`src/rtl/receive_que_arbiter_pkg.sv`:
```
// Shared types and helpers for the receive queue arbiter.
package receive_que_arbiter_pkg;

  typedef enum logic {
    S_IDLE        = 1'b0,
    S_PASSTHROUGH = 1'b1
  } state_type;

  localparam int unsigned FRAME_COUNT_WIDTH = 16;

  function automatic int unsigned slot_width(input int unsigned n);
    return (n <= 1) ? 1 : $clog2(n);
  endfunction

endpackage

```
`src/rtl/receive_que_arbiter_if.sv`:
```
// Slot-side and push-side signals of the receive queue arbiter.
interface receive_que_arbiter_if #(
  parameter int unsigned RECEIVE_QUE_SLOTS = 4,
  parameter int unsigned DATA_WIDTH        = 9
);
  import receive_que_arbiter_pkg::*;

  localparam int unsigned SLOT_WIDTH = slot_width(RECEIVE_QUE_SLOTS);

  logic [RECEIVE_QUE_SLOTS-1:0]                 enable;
  logic [RECEIVE_QUE_SLOTS-1:0][DATA_WIDTH-1:0] data;
  logic [RECEIVE_QUE_SLOTS-1:0]                 data_enable;
  logic                                         push_ready;
  logic [RECEIVE_QUE_SLOTS-1:0]                 ready;
  logic [DATA_WIDTH-1:0]                        push_data;
  logic                                         push_data_valid;
  logic                                         grant_active;
  logic [SLOT_WIDTH-1:0]                        grant_slot;
  logic [FRAME_COUNT_WIDTH-1:0]                 frame_count;
  logic                                         timeout_pulse;

  modport master (
    output enable, data, data_enable, push_ready,
    input  ready, push_data, push_data_valid, grant_active, grant_slot,
           frame_count, timeout_pulse
  );

  modport slave (
    input  enable, data, data_enable, push_ready,
    output ready, push_data, push_data_valid, grant_active, grant_slot,
           frame_count, timeout_pulse
  );

endinterface

```
`src/rtl/receive_que_arbiter_picker.sv`:
```
// Single-cycle rotating priority encoder: first request at or after pointer.
module rr_slot_picker #(
  parameter int unsigned RECEIVE_QUE_SLOTS = 4,
  parameter int unsigned SLOT_WIDTH        = 2
) (
  input  logic [RECEIVE_QUE_SLOTS-1:0] request,
  input  logic [SLOT_WIDTH-1:0]        pointer,
  output logic                         hit,
  output logic [SLOT_WIDTH-1:0]        index
);

  always_comb begin : pick
    int unsigned k;
    k     = 0;
    hit   = 1'b0;
    index = '0;
    for (int unsigned i = 0; i < RECEIVE_QUE_SLOTS; i++) begin
      k = 32'(pointer) + i;
      if (k >= RECEIVE_QUE_SLOTS) k = k - RECEIVE_QUE_SLOTS;
      if (!hit && request[k[SLOT_WIDTH-1:0]]) begin
        hit   = 1'b1;
        index = k[SLOT_WIDTH-1:0];
      end
    end
  end

endmodule

```
`src/rtl/receive_que_arbiter.sv`:
```
// Round-robin frame arbiter merging receive queue slots into one push stream.
// Optional stall timeout enabled by defining RECEIVE_QUE_ARBITER_TIMEOUT_EN.
module receive_que_arbiter #(
  parameter int unsigned RECEIVE_QUE_SLOTS = 4,
  parameter int unsigned DATA_WIDTH        = 9,
  parameter int unsigned TIMEOUT_CYCLES    = 1024
) (
  input  logic                  clock,
  input  logic                  reset_n,
  receive_que_arbiter_if.slave  bus
);
  import receive_que_arbiter_pkg::*;

  localparam int unsigned SLOT_WIDTH = slot_width(RECEIVE_QUE_SLOTS);
  localparam logic [SLOT_WIDTH-1:0] LAST_SLOT = SLOT_WIDTH'(RECEIVE_QUE_SLOTS - 1);

  state_type                    state_q, state_d;
  logic [SLOT_WIDTH-1:0]        grant_slot_q, grant_slot_d;
  logic [SLOT_WIDTH-1:0]        rr_pointer_q, rr_pointer_d;
  logic [DATA_WIDTH-1:0]        push_data_q, push_data_d;
  logic                         push_data_valid_q, push_data_valid_d;
  logic                         grant_active_q, grant_active_d;
  logic [FRAME_COUNT_WIDTH-1:0] frame_count_q, frame_count_d;
  logic [RECEIVE_QUE_SLOTS-1:0] ready;
  logic [DATA_WIDTH-1:0]        grant_word;
  logic [SLOT_WIDTH-1:0]        next_pointer;
  logic                         pick_hit;
  logic [SLOT_WIDTH-1:0]        pick_index;

`ifdef RECEIVE_QUE_ARBITER_TIMEOUT_EN
  localparam int unsigned STALL_WIDTH = $clog2(TIMEOUT_CYCLES + 1);
  localparam logic [STALL_WIDTH-1:0] STALL_LIMIT = STALL_WIDTH'(TIMEOUT_CYCLES - 1);
  logic [STALL_WIDTH-1:0] stall_q, stall_d;
  logic                   timeout_pulse_q, timeout_pulse_d;
`else
  logic unused_timeout_cfg;
  assign unused_timeout_cfg = (TIMEOUT_CYCLES == 0);
`endif

  rr_slot_picker #(
    .RECEIVE_QUE_SLOTS (RECEIVE_QUE_SLOTS),
    .SLOT_WIDTH        (SLOT_WIDTH)
  ) u_picker (
    .request (bus.enable),
    .pointer (rr_pointer_q),
    .hit     (pick_hit),
    .index   (pick_index)
  );

  always_comb begin
    grant_word   = bus.data[grant_slot_q];
    next_pointer = (grant_slot_q == LAST_SLOT) ? '0 : grant_slot_q + 1'b1;
  end

  always_comb begin
    state_d           = state_q;
    grant_slot_d      = grant_slot_q;
    rr_pointer_d      = rr_pointer_q;
    push_data_d       = push_data_q;
    push_data_valid_d = 1'b0;
    frame_count_d     = frame_count_q;
    ready             = '0;
`ifdef RECEIVE_QUE_ARBITER_TIMEOUT_EN
    stall_d           = stall_q;
    timeout_pulse_d   = 1'b0;
`endif
    case (state_q)
      S_IDLE: begin
        if (pick_hit) begin
          grant_slot_d = pick_index;
          state_d      = S_PASSTHROUGH;
`ifdef RECEIVE_QUE_ARBITER_TIMEOUT_EN
          stall_d      = '0;
`endif
        end
      end
      S_PASSTHROUGH: begin
        // Abort takes priority over a word offered in the same cycle.
        if (!bus.enable[grant_slot_q]) begin
          state_d      = S_IDLE;
          rr_pointer_d = next_pointer;
        end else if (bus.data_enable[grant_slot_q] && bus.push_ready) begin
          ready[grant_slot_q] = 1'b1;
          push_data_d         = grant_word;
          push_data_valid_d   = 1'b1;
`ifdef RECEIVE_QUE_ARBITER_TIMEOUT_EN
          stall_d             = '0;
`endif
          if (grant_word[DATA_WIDTH-1]) begin
            state_d      = S_IDLE;
            rr_pointer_d = next_pointer;
            if (frame_count_q != '1) frame_count_d = frame_count_q + 1'b1;
          end
        end else begin
`ifdef RECEIVE_QUE_ARBITER_TIMEOUT_EN
          if (stall_q == STALL_LIMIT) begin
            state_d         = S_IDLE;
            rr_pointer_d    = next_pointer;
            timeout_pulse_d = 1'b1;
          end else begin
            stall_d = stall_q + 1'b1;
          end
`endif
        end
      end
      default: state_d = S_IDLE;
    endcase
    grant_active_d = (state_d == S_PASSTHROUGH);
  end

  always_ff @(posedge clock or negedge reset_n) begin
    if (!reset_n) begin
      state_q           <= S_IDLE;
      grant_slot_q      <= '0;
      rr_pointer_q      <= '0;
      push_data_q       <= '0;
      push_data_valid_q <= 1'b0;
      grant_active_q    <= 1'b0;
      frame_count_q     <= '0;
    end else begin
      state_q           <= state_d;
      grant_slot_q      <= grant_slot_d;
      rr_pointer_q      <= rr_pointer_d;
      push_data_q       <= push_data_d;
      push_data_valid_q <= push_data_valid_d;
      grant_active_q    <= grant_active_d;
      frame_count_q     <= frame_count_d;
    end
  end

`ifdef RECEIVE_QUE_ARBITER_TIMEOUT_EN
  always_ff @(posedge clock or negedge reset_n) begin
    if (!reset_n) begin
      stall_q         <= '0;
      timeout_pulse_q <= 1'b0;
    end else begin
      stall_q         <= stall_d;
      timeout_pulse_q <= timeout_pulse_d;
    end
  end
  assign bus.timeout_pulse = timeout_pulse_q;
`else
  assign bus.timeout_pulse = 1'b0;
`endif

  assign bus.ready           = ready;
  assign bus.push_data       = push_data_q;
  assign bus.push_data_valid = push_data_valid_q;
  assign bus.grant_active    = grant_active_q;
  assign bus.grant_slot      = grant_slot_q;
  assign bus.frame_count     = frame_count_q;

endmodule

```
`src/flat_wrapper.sv`:
```
// flat-port wrapper written by rule: the top's interface ports become plain ports
module receive_que_arbiter_flat import receive_que_arbiter_pkg::*;
#(
  parameter int unsigned RECEIVE_QUE_SLOTS = 4,
  parameter int unsigned DATA_WIDTH        = 9,
  parameter int unsigned TIMEOUT_CYCLES    = 1024
)
  (clock, reset_n, bus_enable, bus_data, bus_data_enable, bus_push_ready, bus_ready, bus_push_data, bus_push_data_valid, bus_grant_active, bus_grant_slot, bus_frame_count, bus_timeout_pulse);
  receive_que_arbiter_if #(.RECEIVE_QUE_SLOTS(RECEIVE_QUE_SLOTS), .DATA_WIDTH(DATA_WIDTH)) bus_i ();
  input  logic clock;
  input  logic reset_n;
  input wire logic [$bits(bus_i.enable)-1:0] bus_enable;
  input wire logic [$bits(bus_i.data)-1:0] bus_data;
  input wire logic [$bits(bus_i.data_enable)-1:0] bus_data_enable;
  input wire logic [$bits(bus_i.push_ready)-1:0] bus_push_ready;
  output wire logic [$bits(bus_i.ready)-1:0] bus_ready;
  output wire logic [$bits(bus_i.push_data)-1:0] bus_push_data;
  output wire logic [$bits(bus_i.push_data_valid)-1:0] bus_push_data_valid;
  output wire logic [$bits(bus_i.grant_active)-1:0] bus_grant_active;
  output wire logic [$bits(bus_i.grant_slot)-1:0] bus_grant_slot;
  output wire logic [$bits(bus_i.frame_count)-1:0] bus_frame_count;
  output wire logic [$bits(bus_i.timeout_pulse)-1:0] bus_timeout_pulse;
  assign bus_i.enable = bus_enable;
  assign bus_i.data = bus_data;
  assign bus_i.data_enable = bus_data_enable;
  assign bus_i.push_ready = bus_push_ready;
  assign bus_ready = bus_i.ready;
  assign bus_push_data = bus_i.push_data;
  assign bus_push_data_valid = bus_i.push_data_valid;
  assign bus_grant_active = bus_i.grant_active;
  assign bus_grant_slot = bus_i.grant_slot;
  assign bus_frame_count = bus_i.frame_count;
  assign bus_timeout_pulse = bus_i.timeout_pulse;
  receive_que_arbiter #(.RECEIVE_QUE_SLOTS(RECEIVE_QUE_SLOTS), .DATA_WIDTH(DATA_WIDTH), .TIMEOUT_CYCLES(TIMEOUT_CYCLES)) u_core (.clock(clock), .reset_n(reset_n), .bus(bus_i));
endmodule
```
`config.mk`:
```
export PLATFORM = sky130hd
export DESIGN_NAME = receive_que_arbiter_flat
export DESIGN_NICKNAME = d
export VERILOG_FILES = /design/src/rtl/receive_que_arbiter_pkg.sv /design/src/rtl/receive_que_arbiter_if.sv /design/src/rtl/receive_que_arbiter_picker.sv /design/src/rtl/receive_que_arbiter.sv /design/src/flat_wrapper.sv
export SDC_FILE = /design/constraint.sdc
export NUM_CORES = 1
export LEC_CHECK = 0
export ABC_CLOCK_PERIOD_IN_PS = 6100
export BUFFER_PORTS_ARGS = -buffer_cell sky130_fd_sc_hd__buf_2
export CORE_ASPECT_RATIO = 1.5
export CORE_MARGIN = 2
export CORE_UTILIZATION = 50
export CTS_CLUSTER_SIZE = 14
export DETAILED_ROUTE_END_ITERATION = 10
export PLACE_DENSITY = 0.79
export SKIP_LAST_GASP = 1
export SYNTH_ARGS = -nofsm -noshare
export SYNTH_HDL_FRONTEND = slang
export SYNTH_SLANG_ARGS = --single-unit
```
`constraint.sdc`:
```
create_clock -name clock -period 6.1 [get_ports clock]
set_input_delay 1.83 -clock clock [delete_from_list [all_inputs] [get_ports clock]]
set_output_delay 1.83 -clock clock [all_outputs]
set_load 0.05 [all_outputs]
```
# Word-level counts from Yosys, hierarchy flattened
# Index checks and enable logic that the tools add are counted.
# W data, S select, Z words.
# classes
n_addsub	9
n_lt_le_gt_ge	10
eq_ne	4
muxes	43
bitwise	1
n_reduce_logical	12
# ops
op	n
$mux W2	12
$bmux W9 S2	1
$mux W1	18
$add A16 B1 Y16 const B	1
$ne A16 B16 Y1 const B	1
$lt A2 B3 Y1 const B	5
$bmux W1 S2	6
$mux W4	3
$ge A3 B3 Y1 const B	3
$mux W9	1
$sub A2 B1 Y2 const B	4
$add A2 B2 Y3 const B	2
$reduce_and A3 Y1	2
$logic_and A1 B1 Y1	5
$reduce_and A5 Y1	1
$add A2 B1 Y3 const B	1
$ge A2 B3 Y1 const B	1
$logic_not A1 Y1	3
$add A2 B1 Y2 const B	1
$demux W1 S2	1
$eq A2 B2 Y1 const B	1
$ge A2 B1 Y1 const B	1
$ne A2 B1 Y1 const B	1
$ne A2 B2 Y1 const B	1
3 further kinds	3
# totals
regBits	31
in_bits	47
output_inout_bits	34
word_cells	85

# Longest topological paths before layout
# Gate-level depths: netlist (run 1).
# logic_depth
ltp_word	16
mapped_depth	7
mapped_depth_nobuf	5

# Modules after synthesis
# From an unflattened synthesis (run 1), not the netlist that was laid out.
# unflattened
hier_cells	163
hier_area_um2	1762.9
# by_module_without_submodules
module	n_inst	cells_each	area_per_inst_um2	seq_area_each_um2
receive_que_arbiter	1	148	1685.4	775.7
rr_slot_picker	1	15	77.6	0.0

# Worst setup path after synthesis (run 1)
# No wires, ideal clock.
# synth_timing
path_type	input -> output
from	input port bus_data_enable[3]
to	output port bus_ready[3]
t_arrival_ns	3.124
required_ns	4.270
slack_ns	1.146
cell_stages	5
path_cell_list	mux2i_1 o22ai_4 nand2_1 buf_2 nor2_1
# synth_via
elab_chain_len	6
# synth_rtl
item	line_no	text
start: declaration	flat_wrapper.sv:14	input wire logic [$bits(bus_i.data_enable)-1:0] bus_data_enable;
$bmux W1 S2	receive_que_arbiter.sv:82	end else if (bus.data_enable[grant_slot_q] && bus.push_ready) begin
$mux W1 (not written as such)	receive_que_arbiter.sv:82	
$logic_and A1 B1 Y1	receive_que_arbiter.sv:82	
$mux W4	receive_que_arbiter.sv:82	
$mux W4	receive_que_arbiter.sv:79	if (!bus.enable[grant_slot_q]) begin
$mux W4	receive_que_arbiter.sv:67	case (state_q)
end: declaration	flat_wrapper.sv:16	output wire logic [$bits(bus_i.ready)-1:0] bus_ready;
# No other way between the ends. The select of a mux whose other input is x is not followed.

# Worst setup path in the final report (run 1)
# layout_timing
from	input port bus_enable[1]
to	output port bus_ready[3]
# layout_via
elab_chain_len	4
# layout_rtl
item	line_no	text
start: declaration	flat_wrapper.sv:12	input wire logic [$bits(bus_i.enable)-1:0] bus_enable;
$bmux W1 S2	receive_que_arbiter.sv:79	
$mux W1 (not written as such)	receive_que_arbiter.sv:79	
$mux W4	receive_que_arbiter.sv:79	
$mux W4	receive_que_arbiter.sv:67	
# No other way between the ends. The select of a mux whose other input is x is not followed.

==> flow_metrics.py, run 1 <==
metrics = {
    "global_route": {
        "grt_usage_pct": 21.8,
        "antenna_found_initial": 0,
        "grt_overflow": 0,
        "grt_max_degree": 32,
        "grt_pass1_wl_um": 6980,
        "grt_pass1_vias": 1530,
    },
    "route": {
        "wl_per_cell_um": 15.0,
        "drt_first_pass_iters": 4,
        "ant_nets": 0,
        "routed_wl_um": 4140,
        "avgViaCountPerCell": 5.60,
        "vias": 1550,
        "remaining_drc_errors": 0,
        "dr.first_iter.drc_count": 14,
    },
    "logic_synthesis": {
        "synth_fp_nets": 206,
        "ys_seq_area_share_pct": 40.4,
        "ys_warn_count": 0,
        "postSynthAreaPerCell_um2": 12.5,
        "ys_ff_latch": 31,
        "syn-instance-count": 154,
        "synth_area_um2": 1920,
        "synth_cell_types": 36,
    },
    "cells_and_area": {
        "mostFrequentLayoutCells": "buf_2 (79), dfrtp_1 (31), xor2_1 (15)",
        "regArea_um2": 776,
        "drive_gt1_share_pct": 46.2,
        "layout_commonest_cell": "buf_2",
        "multi_input_comb_area_um2": 1060,
        "finalNetCount": 285,
        "syn2layout_area_growth_pct": 26.6,
        "final_area_um2": 2430,
        "antenna_cells": 0,
        "nFillCells": 308,
    },
    "clock_tree": {
        "cts.clk_slew.worst_paths_ps": 70,
        "postCtsSetupRepairBufs": 0,
        "root_buffer": "clkbuf_8",
        "clockBufferDepth": 2,
        "clk_latency_ps": 280,
        "cts_tree": "done",
        "numClockSinks": 31,
        "cts_buffers": 5,
        "hold_buffers": 0,
        "cts.htree.levels": 2,
        "ctsResizeCount": 0,
    },
    "floorplan": {
        "die_x_um": 54.6,
        "num_rows": 27,
        "chipHeight_um": 79.9,
        "core_area_um2": 3680,
        "die_area_um2": 4360,
        "pin_count": 81,
        "initial_utilization_pct": 52.1,
    },
    "flow_run": {
        "max-cap-violations": 0,
    },
    "placement": {
        "dpl_cell_area_um2": 2310,
        "place_congestion": 0.782,
        "dp_hpwl_um": 3260,
        "port_buffers": 79,
    },
    "pwr": {
        "p_leak_nw": 1.27,
        "total_power_mw": 1.07,
        "ir_drop_mv": 0.311,
        "power.density_nw_per_um2": 439,
    },
    "critical_path": {
        "critPathMaxFanout": 11,
        "critPathRequiredTime_ps": 4270,
        "crit_path_end_kind": "output pin",
        "start_kind": "primary input",
        "arrival_ps": 3270,
        "worstSetupPathType": "in -> out",
    },
    "sta": {
        "relSlewSlack_pct": 47.9,
        "worst_pin_slew_ps": 781,
        "hold_viol": 0,
        "setup_viol": 0,
        "fmax_mhz": 196,
        "grt_setup_unrepaired": "no",
        "setup-tns-final_ps": 0,
        "layout_min_cycle_time_ps": 5100,
        "slew_viol_final": 0,
        "min_period_over_period_pct": 83.6,
        "finClkSkew_ps": 8.94,
    },
    "run_status": {
        "status": "finished clean",
    },
    "worst_hold_path": {
        "hp-class": "reg -> reg",
    },
}
==> state kept, by name, indices dropped and copies added, names as in the netlist <==
name                        count
u_core.state_q                  1
u_core.rr_pointer_q             2
u_core.bus.push_data_valid      1
u_core.bus.push_data            9
u_core.bus.frame_count         16
u_core.bus.grant_slot           2
==> per-layer routing <==
metal	global-route usage [%]	share of wire, %
met1	24.6	37
met2	37.5	55
met3	5.43	5.7
met4	8.75	2.6
met5	0	0
==> synth_stat cells (all sizes together) <==
master / instances / share of area, %
a31oi: 1 / 0.33
nor2b: 1 / 0.33
nor4: 8 / 5.6
ha: 5 / 3.3
nor4b: 2 / 1.2
nor2: 5 / 0.98
nand3b: 2 / 0.78
dfrtp: 31 / 40
o22ai: 1 / 1.0
buf: 7 / 2.9
nand4: 1 / 0.33
conb: 1 / 0.20
o21ai: 3 / 0.78
a21oi: 5 / 1.3
nand3: 9 / 3.0
mux2i: 4 / 2.1
and4: 1 / 0.46
nand2b: 1 / 0.33
nor3: 4 / 1.0
nand2: 12 / 2.3
mux2: 10 / 5.9
o21a: 1 / 0.39
inv: 6 / 1.2
a221o: 1 / 0.52
mux4: 10 / 14
nor3b: 1 / 0.65
and3: 6 / 2.2
xor2: 15 / 6.8
==> through the flow <==
step,util [%],setup WS (ps),instances,hold slack [ps]
6_report,66.0,999,277,481
5_1_grt,66.0,910,277,513
4_1_cts,66.0,976,277,487
3_5_place_dp,62.8,979,269,474
3_3_place_gp,62.8,1040,269,472
2_1_floorplan,-,1150,154,553
==> worst max-delay path, stage by stage <==
cell and delay, ps:
buf_2 120, mux4_1 630, nand2_1 400, nor2_1 70, buf_2 220
==> layout make-up <==
type / instances / area share, %
Tap cell: 43 / 2.22
Sequential cell: 31 / 31.9
Clock buffer: 6 / 3.40
Clock inverter: 2 / 1.44
Multi-Input combinational cell: 110 / 43.8
Timing Repair Buffer: 79 / 16.3
Inverter: 6 / 0.927
==> worst paths after layout <==
check / depth (start not counted) / slack, ps / startpoint / to
setup / recovery: 5 / 1000 / bus_enable[1] / bus_ready[3]
hold / removal: 1 / 480 / u_core.bus.frame_count[13]$_DFFE_PN0P_ / u_core.bus.frame_count[13]$_DFFE_PN0P_
setup reg to reg: 3 / 3640 / u_core.bus.grant_slot[0]$_DFFE_PN0P_ / u_core.bus.push_data[2]$_DFFE_PN0P_
hold reg to reg: 1 / 480 / u_core.bus.frame_count[13]$_DFFE_PN0P_ / u_core.bus.frame_count[13]$_DFFE_PN0P_
max in group asynchronous: 1 / 4070 / reset_n / u_core.rr_pointer_q[0]$_DFFE_PN0P_
min in group asynchronous: 1 / 1580 / reset_n / u_core.bus.push_data_valid$_DFF_PN0_
==> logic make-up after synthesis <==
logic type,after synthesis,synth area share (%)
AND/OR/NAND/NOR,53,19.3
adder cells (fa/ha/maj),5,3.26
other,1,0.196
multiplexers,24,21.5
flip-flops,31,40.4
buffers and inverters,13,4.11
XOR/XNOR,15,6.85
AO/OA/AOI/OAI,12,4.37
==> report_power, final <==
part	internal (mW)	switching, mW
registers	0.264	0.0804
logic	0.185	0.327
clock network	0.132	0.0772
total	0.581	0.484
Note: power is estimated with default switching activity, not from simulation.
==> run 2: changes to the inputs <==
--- a/config.mk
+++ b/config.mk
@@ -5,14 +5,14 @@
 export SDC_FILE = /design/constraint.sdc
 export NUM_CORES = 1
 export LEC_CHECK = 0
-export ABC_CLOCK_PERIOD_IN_PS = 6100
+export ABC_CLOCK_PERIOD_IN_PS = 4750
 export BUFFER_PORTS_ARGS = -buffer_cell sky130_fd_sc_hd__buf_2
 export CORE_ASPECT_RATIO = 1.5
 export CORE_MARGIN = 2
-export CORE_UTILIZATION = 50
+export CORE_UTILIZATION = 48
 export CTS_CLUSTER_SIZE = 14
 export DETAILED_ROUTE_END_ITERATION = 10
-export PLACE_DENSITY = 0.79
+export PLACE_DENSITY = 0.76
 export SKIP_LAST_GASP = 1
 export SYNTH_ARGS = -nofsm -noshare
 export SYNTH_HDL_FRONTEND = slang
==> constraint.sdc (replaced) <==
create_clock -name clock -period 4.75 [get_ports clock]
set_input_delay 1.425 -clock clock [delete_from_list [all_inputs] [get_ports clock]]
set_output_delay 1.425 -clock clock [all_outputs]
set_load 0.05 [all_outputs]
==> run 2 against run 1 <==
Net effect:
- clock-buffer cell count did not move
- critical path depth fell by 1
- first-iteration DRC count rose by 130%
- wire length fell by 1.5%
- clock skew fell by 0.77 ps
- core utilization fell by 3.1 points
- combinational power rose by 36%
- die area rose by 3.9%
==> flow_metrics.py, run 2 (same netlist as run 1, synthesis figures left out) <==
metrics = {
    "global_route": {
        "grt_max_degree": 32,
        "grt_overflow": 0,
        "grt_usage_pct": 19.1,
        "antenna_found_initial": 0,
        "grt_pass1_vias": 1540,
        "grt_pass1_wl_um": 6800,
    },
    "critical_path": {
        "crit_top_cell": "buf_2",
        "rrSetupSlack_ps": 2490,
        "slowest_stage": "mux4_1",
        "worstSetupPathType": "in -> out",
        "start_kind": "primary input",
        "path_cells": "buf_2 > mux4_1 > and3_1 > buf_2",
        "reg2reg_from": "u_core.bus.frame_count[6]$_DFFE_PN0P_",
        "arrival_ps": 2630,
        "critPathMaxFanout": 6,
        "crit_path_end_kind": "output pin",
        "rr_worst_depth": 5,
        "r2r-end": "u_core.bus.frame_count[1]$_DFFE_PN0P_",
        "slowest_delay_ps": 650,
        "critPathRequiredTime_ps": 3320,
        "startpoint": "bus_enable[1]",
    },
    "cells_and_area": {
        "fin_util_pct": 62.9,
        "antenna_cells": 0,
        "drive_gt1_share_pct": 46.6,
        "largest_reg_flops": 16,
        "finalNetCount": 287,
        "layout_commonest_cell": "buf_2",
        "mostFrequentLayoutCells": "buf_2 (79), dfrtp_1 (31), xor2_1 (15)",
        "syn2layout_area_growth_pct": 27.5,
    },
    "sta": {
        "setup-tns-final_ps": 0,
        "fmax_mhz": 247,
        "hold_viol": 0,
        "layout_min_cycle_time_ps": 4060,
        "setup_viol": 0,
        "finClkSkew_ps": 8.17,
        "worst_pin_slew_ps": 758,
        "setup_slack_ps": 693,
        "relSlewSlack_pct": 49.5,
        "worst_hold_slack_ps": 483,
        "grt_setup_unrepaired": "no",
        "min_period_over_period_pct": 85.4,
        "slew_viol_final": 0,
    },
    "route": {
        "wl_per_cell_um": 14.5,
        "remaining_drc_errors": 0,
        "routed_wl_um": 4080,
        "avgViaCountPerCell": 5.46,
        "ant_nets": 0,
        "vias": 1535,
        "dr.first_iter.drc_count": 32,
        "drt_first_pass_iters": 4,
    },
    "floorplan": {
        "num_rows": 28,
        "pin_count": 81,
        "die_area_um2": 4530,
        "chipHeight_um": 81.4,
        "die_x_um": 55.6,
        "initial_utilization_pct": 49.3,
        "core_area_um2": 3890,
    },
    "worst_hold_path": {
        "worstHoldStart": "u_core.bus.frame_count[5]$_DFFE_PN0P_",
        "holdPathStages": 1,
        "worstHoldEndpoint": "u_core.bus.frame_count[5]$_DFFE_PN0P_",
        "hp-class": "reg -> reg",
    },
    "clock_tree": {
        "cts_tree": "done",
        "numClockSinks": 31,
        "cts.htree.levels": 2,
        "clockBufferDepth": 2,
        "ctsResizeCount": 0,
        "cts_buffers": 5,
        "postCtsSetupRepairBufs": 0,
        "clk_latency_ps": 280,
        "cts.clk_slew.worst_paths_ps": 60,
        "hold_buffers": 0,
        "root_buffer": "clkbuf_8",
    },
    "placement": {
        "port_buffers": 79,
        "place_congestion": 0.767,
        "dp_slack_ps": 697,
        "dp_hpwl_um": 3080,
    },
    "run_status": {
        "status": "finished clean",
    },
    "pwr": {
        "power.density_nw_per_um2": 564,
        "ir_drop_mv": 0.377,
        "total_power_mw": 1.38,
        "p_leak_nw": 1.28,
    },
    "flow_run": {
        "max-cap-violations": 0,
    },
}
-- run 2: changes by cell type in the layout (fill, tap and decap cells not counted), sizes merged --
cell,before,now
buf,79,81
-- run 2: per-layer routing --
| metal | track usage [%] | wire (µm) |
|---|---|---|
| met1 | 21.1 | 1690 |
| met2 | 35.1 | 2140 |
| met3 | 4.57 | 175 |
| met4 | 8.05 | 76 |
| met5 | 0 | 0 |
-- run 2: through the flow --
step                      std cells  instance area [µm²]
final                           281                 2450
after global routing            281                 2450
after CTS                       281                 2450
after floorplan                 154                 1920
after global placement          273                 2330
after detailed placement        273                 2330
-- run 2: cell type report --
class                   instances  area, µm²
inverters                       6       22.5
clock buffers                   6       82.6
repair buffers                 81        410
multi-input cells             110       1060
fillers                       329       1440
clock inverters                 2       35.0
well taps                      45       56.3
flip-flops and latches         31        776
-- run 2: worst max path at each step --
| stage | cells past startpoint | slack, ps | to |
|---|---|---|---|
| 3_5_place_dp | 4 | 700 | bus_ready[1] |
| 6_report | 4 | 690 | bus_ready[1] |
| 3_3_place_gp | 4 | 740 | bus_ready[0] |
| 5_1_grt | 4 | 650 | bus_ready[1] |
| 4_1_cts | 4 | 690 | bus_ready[1] |
| 2_1_floorplan | 5 | 610 | bus_ready[3] |
-- run 2: critical path, delay by kind of cell --
family | cells | cell delay [ps]
simple gates | 1 | 230
buf+inv | 2 | 320
mux | 1 | 650
-- run 2: power breakdown --
group	switching [mW]	total [mW]	internal (mW)	leakage (nW)
registers	0.0764	0.416	0.340	0.399
clock network	0.0987	0.268	0.170	0.0612
logic	0.448	0.696	0.248	0.816
total	0.623	1.38	0.757	1.28
